`config.mk`:
```
export PLATFORM = sky130hd
export DESIGN_NAME = gpio_pwm_apb_regs_flat
export DESIGN_NICKNAME = d
export VERILOG_FILES = /design/src/rtl/gpio_pwm_pkg.sv /design/src/rtl/gpio_pwm_apb_regs_if.sv /design/src/rtl/gpio_in_sync.sv /design/src/rtl/gpio_pwm_apb_regs.sv /design/src/flat_wrapper.sv
export SDC_FILE = /design/constraint.sdc
export NUM_CORES = 2
export LEC_CHECK = 0
export ABC_AREA = 1
export CAP_MARGIN = 20
export CORE_AREA = 2 2 243 340
export DETAILED_ROUTE_END_ITERATION = 10
export DIE_AREA = 0 0 245 342
export PLACE_DENSITY = 0.68
export SLEW_MARGIN = 15
export SYNTH_ARGS = -nofsm -noshare
export SYNTH_HDL_FRONTEND = slang
export SYNTH_SLANG_ARGS = --single-unit
export TNS_END_PERCENT = 5
```
`constraint.sdc`:
```
create_clock -name sys_clk -period 4.02 [get_ports sys_clk]
set_clock_uncertainty 0.05 [all_clocks]
set_input_delay 0.603 -clock sys_clk [delete_from_list [all_inputs] [get_ports sys_clk]]
set_output_delay 0.603 -clock sys_clk [all_outputs]
set_load 0.05 [all_outputs]
```
`src/rtl/gpio_pwm_pkg.sv`:
```
// Shared register map, shadow-bank geometry and decode select codes for the
// GPIO/PWM APB register bank.
package gpio_pwm_pkg;

  localparam int unsigned APB_DATA_W = 32;

  localparam int unsigned OFF_OUT      = 32'h00;
  localparam int unsigned OFF_IN       = 32'h04;
  localparam int unsigned OFF_IN_SEL   = 32'h08;
  localparam int unsigned OFF_AF_SEL   = 32'h0C;
  localparam int unsigned OFF_OD_SEL   = 32'h10;
  localparam int unsigned OFF_LO_SEL   = 32'h14;
  localparam int unsigned OFF_PWM_EN   = 32'h18;
  localparam int unsigned OFF_PWM_UPD  = 32'h1C;
  localparam int unsigned OFF_IRQ_EN   = 32'h20;
  localparam int unsigned OFF_IRQ_STAT = 32'h24;

  localparam int unsigned SHADOW_BASE   = 32'h40;
  localparam int unsigned SHADOW_STRIDE = 8;

  localparam int unsigned IRQ_STAT_W = 32;
  localparam int unsigned PWM_UPD_W  = 8;

  typedef enum logic [3:0] {
    SEL_NONE,
    SEL_OUT,
    SEL_IN,
    SEL_IN_SEL,
    SEL_AF_SEL,
    SEL_OD_SEL,
    SEL_LO_SEL,
    SEL_PWM_EN,
    SEL_PWM_UPD,
    SEL_IRQ_EN,
    SEL_IRQ_STAT,
    SEL_MAX,
    SEL_DUTY
  } reg_sel_e;

endpackage

```
`src/rtl/gpio_pwm_apb_regs_if.sv`:
```
// APB3 request/response bundle between the bus master and the register bank.
interface gpio_pwm_apb_regs_if #(
  parameter int unsigned ADDR_WIDTH = 8
);
  logic [ADDR_WIDTH-1:0] paddr;
  logic                  psel;
  logic                  penable;
  logic                  pwrite;
  logic [31:0]           pwdata;
  logic [31:0]           prdata;
  logic                  pready;
  logic                  pslverr;

  modport master (
    output paddr, psel, penable, pwrite, pwdata,
    input  prdata, pready, pslverr
  );

  modport slave (
    input  paddr, psel, penable, pwrite, pwdata,
    output prdata, pready, pslverr
  );
endinterface

```
`src/rtl/gpio_in_sync.sv`:
```
// Two-flop synchroniser for asynchronous pin inputs, plus a third flop that
// doubles as the readable input value and the edge-detect history.
module gpio_in_sync #(
  parameter int unsigned GPIO_PORT_NUM = 32
) (
  input  logic                     sys_clk,
  input  logic                     sys_rst_n,
  input  logic [GPIO_PORT_NUM-1:0] gpio_input,
  output logic [GPIO_PORT_NUM-1:0] sync_val,
  output logic [GPIO_PORT_NUM-1:0] rise
);

  logic [GPIO_PORT_NUM-1:0] meta;
  logic [GPIO_PORT_NUM-1:0] stage2;

  // rise is a registered one-cycle pulse, aligned with sync_val turning 1
  always_ff @(posedge sys_clk) begin
    if (!sys_rst_n) begin
      meta     <= '0;
      stage2   <= '0;
      sync_val <= '0;
      rise     <= '0;
    end else begin
      meta     <= gpio_input;
      stage2   <= meta;
      sync_val <= stage2;
      rise     <= stage2 & ~sync_val;
    end
  end

endmodule

```
`src/rtl/gpio_pwm_apb_regs.sv`:
```
// APB3 register bank driving GPIO modes/data and PWM timers, with shadowed
// period/duty commit and rising-edge input interrupts.
module gpio_pwm_apb_regs
  import gpio_pwm_pkg::*;
#(
  parameter int unsigned GPIO_PORT_NUM = 32,
  parameter int unsigned CNT_LENGTH    = 16,
  parameter int unsigned TIM_NUM       = 8,
  parameter int unsigned ADDR_WIDTH    = 8
) (
  input  logic                            sys_clk,
  input  logic                            sys_rst_n,
  gpio_pwm_apb_regs_if.slave              apb,
  output logic [TIM_NUM-1:0]              pwm_en,
  output logic [TIM_NUM*CNT_LENGTH-1:0]   max_val_flat,
  output logic [TIM_NUM*CNT_LENGTH-1:0]   duty_cycle_flat,
  output logic [GPIO_PORT_NUM-1:0]        ctrl_in_sel,
  output logic [GPIO_PORT_NUM-1:0]        ctrl_af_sel,
  output logic [GPIO_PORT_NUM-1:0]        ctrl_od_sel,
  output logic [GPIO_PORT_NUM-1:0]        ctrl_lo_sel,
  output logic [GPIO_PORT_NUM-1:0]        gpio_output,
  input  logic [GPIO_PORT_NUM-1:0]        gpio_input,
  output logic                            irq
);

  localparam int unsigned TIDX_W = (TIM_NUM > 1) ? $clog2(TIM_NUM) : 1;
  localparam logic [PWM_UPD_W-1:0] TIM_MASK = PWM_UPD_W'((64'd1 << TIM_NUM) - 64'd1);

  logic [ADDR_WIDTH-1:0]                  addr;
  logic [31:0]                            a32;
  logic [31:0]                            tnum;
  logic [TIDX_W-1:0]                      tidx;
  reg_sel_e                               sel;
  logic                                   err;
  logic                                   setup;
  logic                                   wr_en;
  logic                                   upd_any;
  logic                                   upd_hit;
  logic [APB_DATA_W-1:0]                  rdata;
  logic [GPIO_PORT_NUM-1:0]               in_sync;
  logic [GPIO_PORT_NUM-1:0]               in_rise;
  logic [GPIO_PORT_NUM-1:0]               irq_en;
  logic [GPIO_PORT_NUM-1:0]               irq_stat;
  logic [GPIO_PORT_NUM-1:0]               irq_clr;
  logic [TIM_NUM-1:0][CNT_LENGTH-1:0]     max_shadow;
  logic [TIM_NUM-1:0][CNT_LENGTH-1:0]     duty_shadow;
  logic [TIM_NUM-1:0][CNT_LENGTH-1:0]     max_live;
  logic [TIM_NUM-1:0][CNT_LENGTH-1:0]     duty_live;

  gpio_in_sync #(.GPIO_PORT_NUM(GPIO_PORT_NUM)) u_in_sync (
    .sys_clk    (sys_clk),
    .sys_rst_n  (sys_rst_n),
    .gpio_input (gpio_input),
    .sync_val   (in_sync),
    .rise       (in_rise)
  );

  assign addr            = apb.paddr;
  assign a32             = 32'(addr);
  assign tnum            = (a32 - SHADOW_BASE) / SHADOW_STRIDE;
  assign setup           = apb.psel & ~apb.penable;
  assign max_val_flat    = max_live;
  assign duty_cycle_flat = duty_live;
  assign upd_any         = |apb.pwdata;
  assign upd_hit         = |(apb.pwdata[PWM_UPD_W-1:0] & TIM_MASK);

  // Address decode: word-aligned fixed registers below the shadow bank
  always_comb begin
    sel  = SEL_NONE;
    tidx = '0;
    if (a32[1:0] == 2'b00) begin
      if (a32 >= SHADOW_BASE) begin
        if (tnum < TIM_NUM) begin
          sel  = a32[2] ? SEL_DUTY : SEL_MAX;
          tidx = TIDX_W'(tnum);
        end
      end else begin
        case (a32)
          OFF_OUT:      sel = SEL_OUT;
          OFF_IN:       sel = SEL_IN;
          OFF_IN_SEL:   sel = SEL_IN_SEL;
          OFF_AF_SEL:   sel = SEL_AF_SEL;
          OFF_OD_SEL:   sel = SEL_OD_SEL;
          OFF_LO_SEL:   sel = SEL_LO_SEL;
          OFF_PWM_EN:   sel = SEL_PWM_EN;
          OFF_PWM_UPD:  sel = SEL_PWM_UPD;
          OFF_IRQ_EN:   sel = SEL_IRQ_EN;
          OFF_IRQ_STAT: sel = SEL_IRQ_STAT;
          default:      sel = SEL_NONE;
        endcase
      end
    end
  end

  // A commit word is only rejected when every set bit names a missing timer
  always_comb begin
    err = (sel == SEL_NONE)
        | (apb.pwrite  && sel == SEL_IN)
        | (!apb.pwrite && sel == SEL_PWM_UPD)
        | (apb.pwrite  && sel == SEL_PWM_UPD && upd_any && !upd_hit);
  end

  assign wr_en   = apb.psel & apb.penable & apb.pwrite & ~err;
  assign irq_clr = (wr_en && sel == SEL_IRQ_STAT) ? GPIO_PORT_NUM'(apb.pwdata) : '0;

  always_comb begin
    rdata = '0;
    case (sel)
      SEL_OUT:      rdata = 32'(gpio_output);
      SEL_IN:       rdata = 32'(in_sync);
      SEL_IN_SEL:   rdata = 32'(ctrl_in_sel);
      SEL_AF_SEL:   rdata = 32'(ctrl_af_sel);
      SEL_OD_SEL:   rdata = 32'(ctrl_od_sel);
      SEL_LO_SEL:   rdata = 32'(ctrl_lo_sel);
      SEL_PWM_EN:   rdata = 32'(pwm_en);
      SEL_IRQ_EN:   rdata = 32'(irq_en);
      SEL_IRQ_STAT: rdata = IRQ_STAT_W'(irq_stat);
      SEL_MAX:      rdata = 32'(max_shadow[tidx]);
      SEL_DUTY:     rdata = 32'(duty_shadow[tidx]);
      default:      rdata = '0;
    endcase
  end

  // Read response is captured in setup; writes land at the end of access
  always_ff @(posedge sys_clk) begin
    if (!sys_rst_n) begin
      apb.prdata  <= '0;
      apb.pready  <= 1'b0;
      apb.pslverr <= 1'b0;
      gpio_output <= '0;
      ctrl_in_sel <= '1;
      ctrl_af_sel <= '0;
      ctrl_od_sel <= '0;
      ctrl_lo_sel <= '0;
      pwm_en      <= '0;
      irq_en      <= '0;
      irq_stat    <= '0;
      irq         <= 1'b0;
      max_shadow  <= '0;
      duty_shadow <= '0;
      max_live    <= '0;
      duty_live   <= '0;
    end else begin
      apb.pready  <= setup;
      apb.pslverr <= setup & err;
      if (setup) begin
        apb.prdata <= apb.pwrite ? '0 : rdata;
      end
      irq_stat <= (irq_stat & ~irq_clr) | in_rise;
      irq      <= |(irq_stat & irq_en);
      if (wr_en) begin
        case (sel)
          SEL_OUT:    gpio_output <= GPIO_PORT_NUM'(apb.pwdata);
          SEL_IN_SEL: ctrl_in_sel <= GPIO_PORT_NUM'(apb.pwdata);
          SEL_AF_SEL: ctrl_af_sel <= GPIO_PORT_NUM'(apb.pwdata);
          SEL_OD_SEL: ctrl_od_sel <= GPIO_PORT_NUM'(apb.pwdata);
          SEL_LO_SEL: ctrl_lo_sel <= GPIO_PORT_NUM'(apb.pwdata);
          SEL_PWM_EN: pwm_en      <= TIM_NUM'(apb.pwdata);
          SEL_IRQ_EN: irq_en      <= GPIO_PORT_NUM'(apb.pwdata);
          SEL_MAX:    max_shadow[tidx]  <= CNT_LENGTH'(apb.pwdata);
          SEL_DUTY:   duty_shadow[tidx] <= CNT_LENGTH'(apb.pwdata);
          SEL_PWM_UPD: begin
            for (int i = 0; i < TIM_NUM; i++) begin
              if (apb.pwdata[i]) begin
                max_live[i]  <= max_shadow[i];
                duty_live[i] <= duty_shadow[i];
              end
            end
          end
          default: ;
        endcase
      end
    end
  end

endmodule

```
`src/flat_wrapper.sv`:
```
// flat-port wrapper written by rule: the top's interface ports become plain ports
module gpio_pwm_apb_regs_flat import gpio_pwm_pkg::*;
#(
  parameter int unsigned GPIO_PORT_NUM = 32,
  parameter int unsigned CNT_LENGTH    = 16,
  parameter int unsigned TIM_NUM       = 8,
  parameter int unsigned ADDR_WIDTH    = 8
)
  (sys_clk, sys_rst_n, pwm_en, max_val_flat, duty_cycle_flat, ctrl_in_sel, ctrl_af_sel, ctrl_od_sel, ctrl_lo_sel, gpio_output, gpio_input, irq, apb_paddr, apb_psel, apb_penable, apb_pwrite, apb_pwdata, apb_prdata, apb_pready, apb_pslverr);
  gpio_pwm_apb_regs_if #(.ADDR_WIDTH(ADDR_WIDTH)) apb_i ();
  input  logic sys_clk;
  input  logic sys_rst_n;
  output logic [TIM_NUM-1:0] pwm_en;
  output logic [TIM_NUM*CNT_LENGTH-1:0] max_val_flat;
  output logic [TIM_NUM*CNT_LENGTH-1:0] duty_cycle_flat;
  output logic [GPIO_PORT_NUM-1:0] ctrl_in_sel;
  output logic [GPIO_PORT_NUM-1:0] ctrl_af_sel;
  output logic [GPIO_PORT_NUM-1:0] ctrl_od_sel;
  output logic [GPIO_PORT_NUM-1:0] ctrl_lo_sel;
  output logic [GPIO_PORT_NUM-1:0] gpio_output;
  input  logic [GPIO_PORT_NUM-1:0] gpio_input;
  output logic irq;
  input wire logic [$bits(apb_i.paddr)-1:0] apb_paddr;
  input wire logic [$bits(apb_i.psel)-1:0] apb_psel;
  input wire logic [$bits(apb_i.penable)-1:0] apb_penable;
  input wire logic [$bits(apb_i.pwrite)-1:0] apb_pwrite;
  input wire logic [$bits(apb_i.pwdata)-1:0] apb_pwdata;
  output wire logic [$bits(apb_i.prdata)-1:0] apb_prdata;
  output wire logic [$bits(apb_i.pready)-1:0] apb_pready;
  output wire logic [$bits(apb_i.pslverr)-1:0] apb_pslverr;
  assign apb_i.paddr = apb_paddr;
  assign apb_i.psel = apb_psel;
  assign apb_i.penable = apb_penable;
  assign apb_i.pwrite = apb_pwrite;
  assign apb_i.pwdata = apb_pwdata;
  assign apb_prdata = apb_i.prdata;
  assign apb_pready = apb_i.pready;
  assign apb_pslverr = apb_i.pslverr;
  gpio_pwm_apb_regs #(.GPIO_PORT_NUM(GPIO_PORT_NUM), .CNT_LENGTH(CNT_LENGTH), .TIM_NUM(TIM_NUM), .ADDR_WIDTH(ADDR_WIDTH)) u_core (.sys_clk(sys_clk), .sys_rst_n(sys_rst_n), .apb(apb_i), .pwm_en(pwm_en), .max_val_flat(max_val_flat), .duty_cycle_flat(duty_cycle_flat), .ctrl_in_sel(ctrl_in_sel), .ctrl_af_sel(ctrl_af_sel), .ctrl_od_sel(ctrl_od_sel), .ctrl_lo_sel(ctrl_lo_sel), .gpio_output(gpio_output), .gpio_input(gpio_input), .irq(irq));
endmodule
```
# Word level (Yosys, flattened, before mapping)

Index checks and enable logic that the tools add are counted.

Add/subtract/negate cells: 1
Magnitude comparators: 4
Eq/ne operators: 21
Multiplexer cells: 19
Bitwise gates (word level): 16
Reduce and logical (&&, ||, !) cells: 32

Operators with widths:

| cell                                                 | count |
|---|---|
| one-hot mux 32 bit (11 select lines)                 | 1 |
| bitwise mux 128 bit                                  | 2 |
| bitwise AND 32 bit                                   | 3 |
| binary-select mux 16 bit (select 3 bit)              | 2 |
| 2-to-1 mux 32 bit                                    | 2 |
| inverter 32 bit                                      | 2 |
| OR reduction 32 bit                                  | 2 |
| demux 16 bit (select 3 bit)                          | 1 |
| 2-to-1 mux 16 bit                                    | 3 |
| one-hot mux 4 bit (10 select lines)                  | 1 |
| equality test 8 x 5 -> 1 bit (second input constant) | 4 |
| zero test 32 bit                                     | 1 |
| bitwise OR 32 bit                                    | 1 |
| < comparator 29 x 4 -> 1 bit (second input constant) | 1 |
| AND reduction 3 bit                                  | 8 |
| equality test 4 bit (second input constant)          | 5 |
| AND reduction 2 bit                                  | 9 |
| equality test 4 x 3 -> 1 bit (second input constant) | 4 |
| equality test 8 x 4 -> 1 bit (second input constant) | 2 |
| equality test 8 x 6 -> 1 bit (second input constant) | 2 |
| 2-to-1 mux 3 bit                                     | 4 |
| 2-to-1 mux 4 bit                                     | 3 |
| subtractor 8 x 7 -> 9 bit (second input constant)    | 1 |
| equality test 4 x 2 -> 1 bit (second input constant) | 2 |
| 13 further kinds                                     | 27 |

Register bits: 907
Input bits: 77
Output and inout port bits: 459

# Depth between registers and ports, before layout

Depth in word-level cells: 17
Mapped depth: 17
Mapped depth without buffers: 15

# Cells and area by module

From an unflattened synthesis, not the netlist that was laid out.

Cell total of the unflattened synthesis: 5,617
Area total of the unflattened synthesis: 38,174.1 µm²

Modules (own cells, without submodules):

| module            | times used | cells each | area each (µm²) | sequential area each (µm²) |
|---|---|---|---|---|
| gpio_pwm_apb_regs | 1          | 5,254      | 34,645.7        | 15,595.0 |
| gpio_in_sync      | 1          | 363        | 3,528.4         | 2,562.5 |

# Least setup slack after synthesis

OpenSTA, ideal clock, no wires.

Kind: input to register
Start: in apb_pwdata[23]
End: reg u_core.irq_stat[12]
Setup time: 0.132 ns
Data arrival time: 2.361 ns
Required time: 3.838 ns
Setup slack: 1.477 ns
Stages on the path: 14
Cells stage by stage: clkbuf_1 -> or2_2 -> nor3_1 -> nand2_1 -> nand2_1 -> nand2_1 -> nand2_1 -> nand4_4 -> buf_6 -> nor2_1 -> buf_2 -> nand2_1 -> nand2_1 -> a21oi_1

Longest elaborated chain between the ends: 11

RTL lines:

| item                           | line                     | RTL |
|---|---|---|
| start: declaration             | flat_wrapper.sv:27       | `input wire logic [$bits(apb_i.pwdata)-1:0] apb_pwdata;` |
| OR reduction 32 bit            | gpio_pwm_apb_regs.sv:64  | `assign upd_any = \|apb.pwdata;` |
| logical AND 1 bit (2 in a row) | gpio_pwm_apb_regs.sv:100 | `\| (apb.pwrite && sel == SEL_PWM_UPD && upd_any && !upd_hit);` |
| bitwise OR 1 bit               | gpio_pwm_apb_regs.sv:100 |  |
| inverter 1 bit                 | gpio_pwm_apb_regs.sv:103 | `assign wr_en = apb.psel & apb.penable & apb.pwrite & ~err;` |
| bitwise AND 1 bit              | gpio_pwm_apb_regs.sv:103 |  |
| logical AND 1 bit              | gpio_pwm_apb_regs.sv:104 | `assign irq_clr = (wr_en && sel == SEL_IRQ_STAT) ? GPIO_PORT_NUM'(apb.pwdata) : '0;` |
| 2-to-1 mux 32 bit              | gpio_pwm_apb_regs.sv:104 |  |
| inverter 32 bit                | gpio_pwm_apb_regs.sv:149 | `irq_stat <= (irq_stat & ~irq_clr) \| in_rise;` |
| bitwise AND 32 bit             | gpio_pwm_apb_regs.sv:149 |  |
| bitwise OR 32 bit              | gpio_pwm_apb_regs.sv:149 |  |
| end signal: assignment         | gpio_pwm_apb_regs.sv:149 |  |
| end: declaration               | gpio_pwm_apb_regs.sv:43  | `logic [GPIO_PORT_NUM-1:0] irq_stat;` |

No other way between the ends.
A chain may end at the register's enable or synchronous reset.

# Worst setup path in the final report

Start: in apb_pwdata[14]
End: reg u_core.max_live (netlist bit u_core.max_val_flat[93])

Longest elaborated chain between the ends: 7

RTL lines:

| item                                 | line                     | RTL |
|---|---|---|
| OR reduction 32 bit                  | gpio_pwm_apb_regs.sv:64  |  |
| logical AND 1 bit (2 in a row)       | gpio_pwm_apb_regs.sv:100 |  |
| bitwise OR 1 bit                     | gpio_pwm_apb_regs.sv:100 |  |
| inverter 1 bit                       | gpio_pwm_apb_regs.sv:103 |  |
| bitwise AND 1 bit                    | gpio_pwm_apb_regs.sv:103 |  |
| AND reduction 3 bit (no source line) | -                        |  |
| end signal: indexed assignment       | gpio_pwm_apb_regs.sv:165 | `max_live[i] <= max_shadow[i];` |
| end: declaration                     | gpio_pwm_apb_regs.sv:47  | `logic [TIM_NUM-1:0][CNT_LENGTH-1:0] max_live;` |

No other way between the ends.

==> results.toml <==
[logic_synthesis]
synth_cell_types = 36
avgSynthCellArea_sq_um = 7.12
synth.most_common_cell = "nor2_1"
synth_nets = 5146
ys_seq_area_share_pct = 50.3
synth_flop_cell = "dfxtp_1"
synth_top_cell_by_area = "dfxtp_1"
synth_edf_count = 0
synthTopCellsByArea = "dfxtp_1 (50%), nor2_1 (15%), nand2_1 (9.0%), nand3_1 (4.6%), o21ai_0 (4.5%)"
yosysWarningCount = 0
synth_top_area_share_pct = 50.3
async_flop_share_pct = 0
ys_ff_latch = 907
yosys-top-cells-count = "nor2_1 (1,432), dfxtp_1 (907), nand2_1 (868)"
synthCells = 5069
synth_area_sq_um = 36100

[floorplan]
die_y_um = 342
rows = 124
dieArea_sq_um = 83800
io_pins = 536
initial_core_util_pct = 44.4
coreArea_sq_um = 81100
fp.dieW_um = 245

[cells_and_area]
fillCellCount = 7575
syn_to_final_growth_pct = 29.0
drive_gt1_share_pct = 8.05
postLayoutCoreUtil_pct = 57.3
final_cells = 6692
multiInputGateArea_sq_um = 15400
fin_nets = 5622
register_area_sq_um = 18200
stdcell_area_sq_um = 46500

[setup_path]
endpoint_kind = "register"
worst_path_max_delay_cell = "nor2_1"
path_class = "input pin to register"
critPathLaunchType = "input pin"
critPathMostFrequentCell = "nand2_1"
required_ps = 4530
critPathBufInv = 3
worst_path_dominant_cell_family = "simple AND/OR/NAND/NOR gates"
crit_fanout = 21
worstPathArrival_ps = 4000
crit_chain = "clkdlybuf4s50_1, nor2_1, nand3_1, nor3_1, nand2_1, nand2_1, nand2_1, nand2_1, nand4_4, buf_4, nor2_2, inv_2, nor2_1, nor2_1"
slowest_delay_ps = 660

[global_route]
grt_pass1_vias = 34300
track_usage_pct = 37.3
grt.overflow.total = 0
grt_pass1_wl_um = 230000
grt_max_degree = 152
antenna_found_initial = 5

[clock_tree]
clockBufferDepth = 3
cts_hold_buf = 0
clk_pin_slew_ps = 70
htree_levels = 3
clock-sinks = 907
cts_root_buffer = "clkbuf_16"
cts_resized = 0
tritoncts = "done"
worstSkewPairLatency_ps = 670
cts_buffers = 86
post-cts-setup-buffer-count = 0

[sta]
setup_viol = 0
period_needed_ps = 3500
hold_violations = 0
min_period_over_period_pct = 86.9
grt_setup_unrepaired = "no"
slew_viol_final = 0
worst_pin_slew_ps = 1250
fin_setup_tns_ps = 0
fmax_ghz = 0.286
timing.slew.headroom_pct = 15.6

[drt]
dr.pass1.iters = 8
initialDrtViolationCount = 4501
via_count = 37100
avgRoutedWirePerCell_um = 24.2
drc_errors = 0
ant_nets = 0
wl_um = 162000
via_per_inst = 5.55

[pwr]
leakagePower_nw = 20.4
peakVddDrop_mv = 0.354
power_density_nw_per_um2 = 400
p_total_mw = 18.6

[hold_path]
hold_path_class = "input pin to register"

[place]
placed_cell_area_sq_um = 43500
dp_hpwl_um = 116000
io_buffers = 535
gp_congestion = 0.996
placed_cells = 6528

[run_status]
status = "finished, final reports clean"

[run]
maxCapViolCount = 0
==> registers in the layout, summed over array words and instances, names as in the netlist, 128 cells and up <==
register                cells
u_core.max_shadow         128
u_core.duty_cycle_flat    128
u_core.max_val_flat       128
u_core.duty_shadow        128
==> report_power, final <==
part | internal, mW | total (mW) | leakage [nW] | switching, mW
clock | 4.96 | 8.77 | 1.47 | 3.81
combinational | 0.221 | 0.750 | 11.6 | 0.529
sequential | 9.04 | 9.07 | 7.33 | 0.0260
total | 14.2 | 18.6 | 20.4 | 4.37
==> layout by cell type, fill, tap and decap left out, drive strengths merged <==
| cell | Yosys | routed |
|---|---|---|
| a21oi | 171 | 171 |
| nand3 | 332 | 332 |
| a211oi | 12 | 12 |
| inv | 269 | 271 |
| diode | 0 | 3 |
| nand3b | 17 | 17 |
| a22o | 19 | 19 |
| o21bai | 4 | 4 |
| dfxtp | 907 | 907 |
| nor2 | 1461 | 1461 |
| and2 | 6 | 6 |
| buf | 151 | 209 |
| nand2 | 872 | 872 |
| o21a | 1 | 1 |
| clkinvlp | 0 | 7 |
| clkbuf | 204 | 116 |
| bufinv | 0 | 10 |
| nand4 | 38 | 38 |
| clkdlybuf4s50 | 0 | 534 |
| o21ai | 434 | 434 |
| o221ai | 1 | 1 |
| a221oi | 23 | 23 |
| nor4 | 1 | 1 |
| or2 | 34 | 34 |
| o22ai | 56 | 56 |
| nor3 | 15 | 15 |
| o211ai | 18 | 18 |
| clkinv | 23 | 49 |
==> logic make-up after synthesis <==
kind of cell / share of synthesized area (%)
compound gates: 11.1
buf+inv: 7.14
simple gates: 31.4
flops: 50.3
==> layout make-up <==
class	count	area share, %
Sequential cell	907	39.0
Multi-Input combinational cell	3515	33.0
Timing Repair Buffer	743	16.2
Clock buffer	116	5.26
Tap cell	1071	2.88
Inverter	292	2.36
Clock inverter	45	1.22
Antenna cell	3	0.0161
==> metal layers <==
layer,part of all wire [%],wire (um),up-vias,global-route usage [%]
met5,0.0080,13,-,0
met2,46,73900,2294,60.6
met3,9.6,15400,617,8.04
met1,35,56800,17100,41.9
li1,-,-,17100,-
met4,9.6,15500,2,30.7
==> final timing paths <==
| check | startpoint | end | slack, ps | depth (start not counted) |
|---|---|---|---|---|
| min reg2reg | u_core.u_in_sync.meta[2] | u_core.u_in_sync.stage2[2] | 350 | 2 |
| max | apb_pwdata[14] | u_core.max_val_flat[93] | 520 | 14 |
| min | sys_rst_n | u_core.duty_shadow[104] | 350 | 3 |
| max reg2reg | u_core.duty_shadow[126] | u_core.apb.prdata[14] | 2000 | 6 |
==> stage by stage <==
step | hold slack (ps) | worst slack, ps
after floorplan | 340 | 1480
after global placement | 345 | 118
after detailed placement | 347 | 68.5
after CTS | 318 | 775
after global routing | 368 | 322
final | 350 | 525
==> tightest hold or removal path, cell delays in order <==
cell and delay (ps):
buf_8 240, nand2_1 130, nor2_1 40
Power figures use the tool's default switching activity.
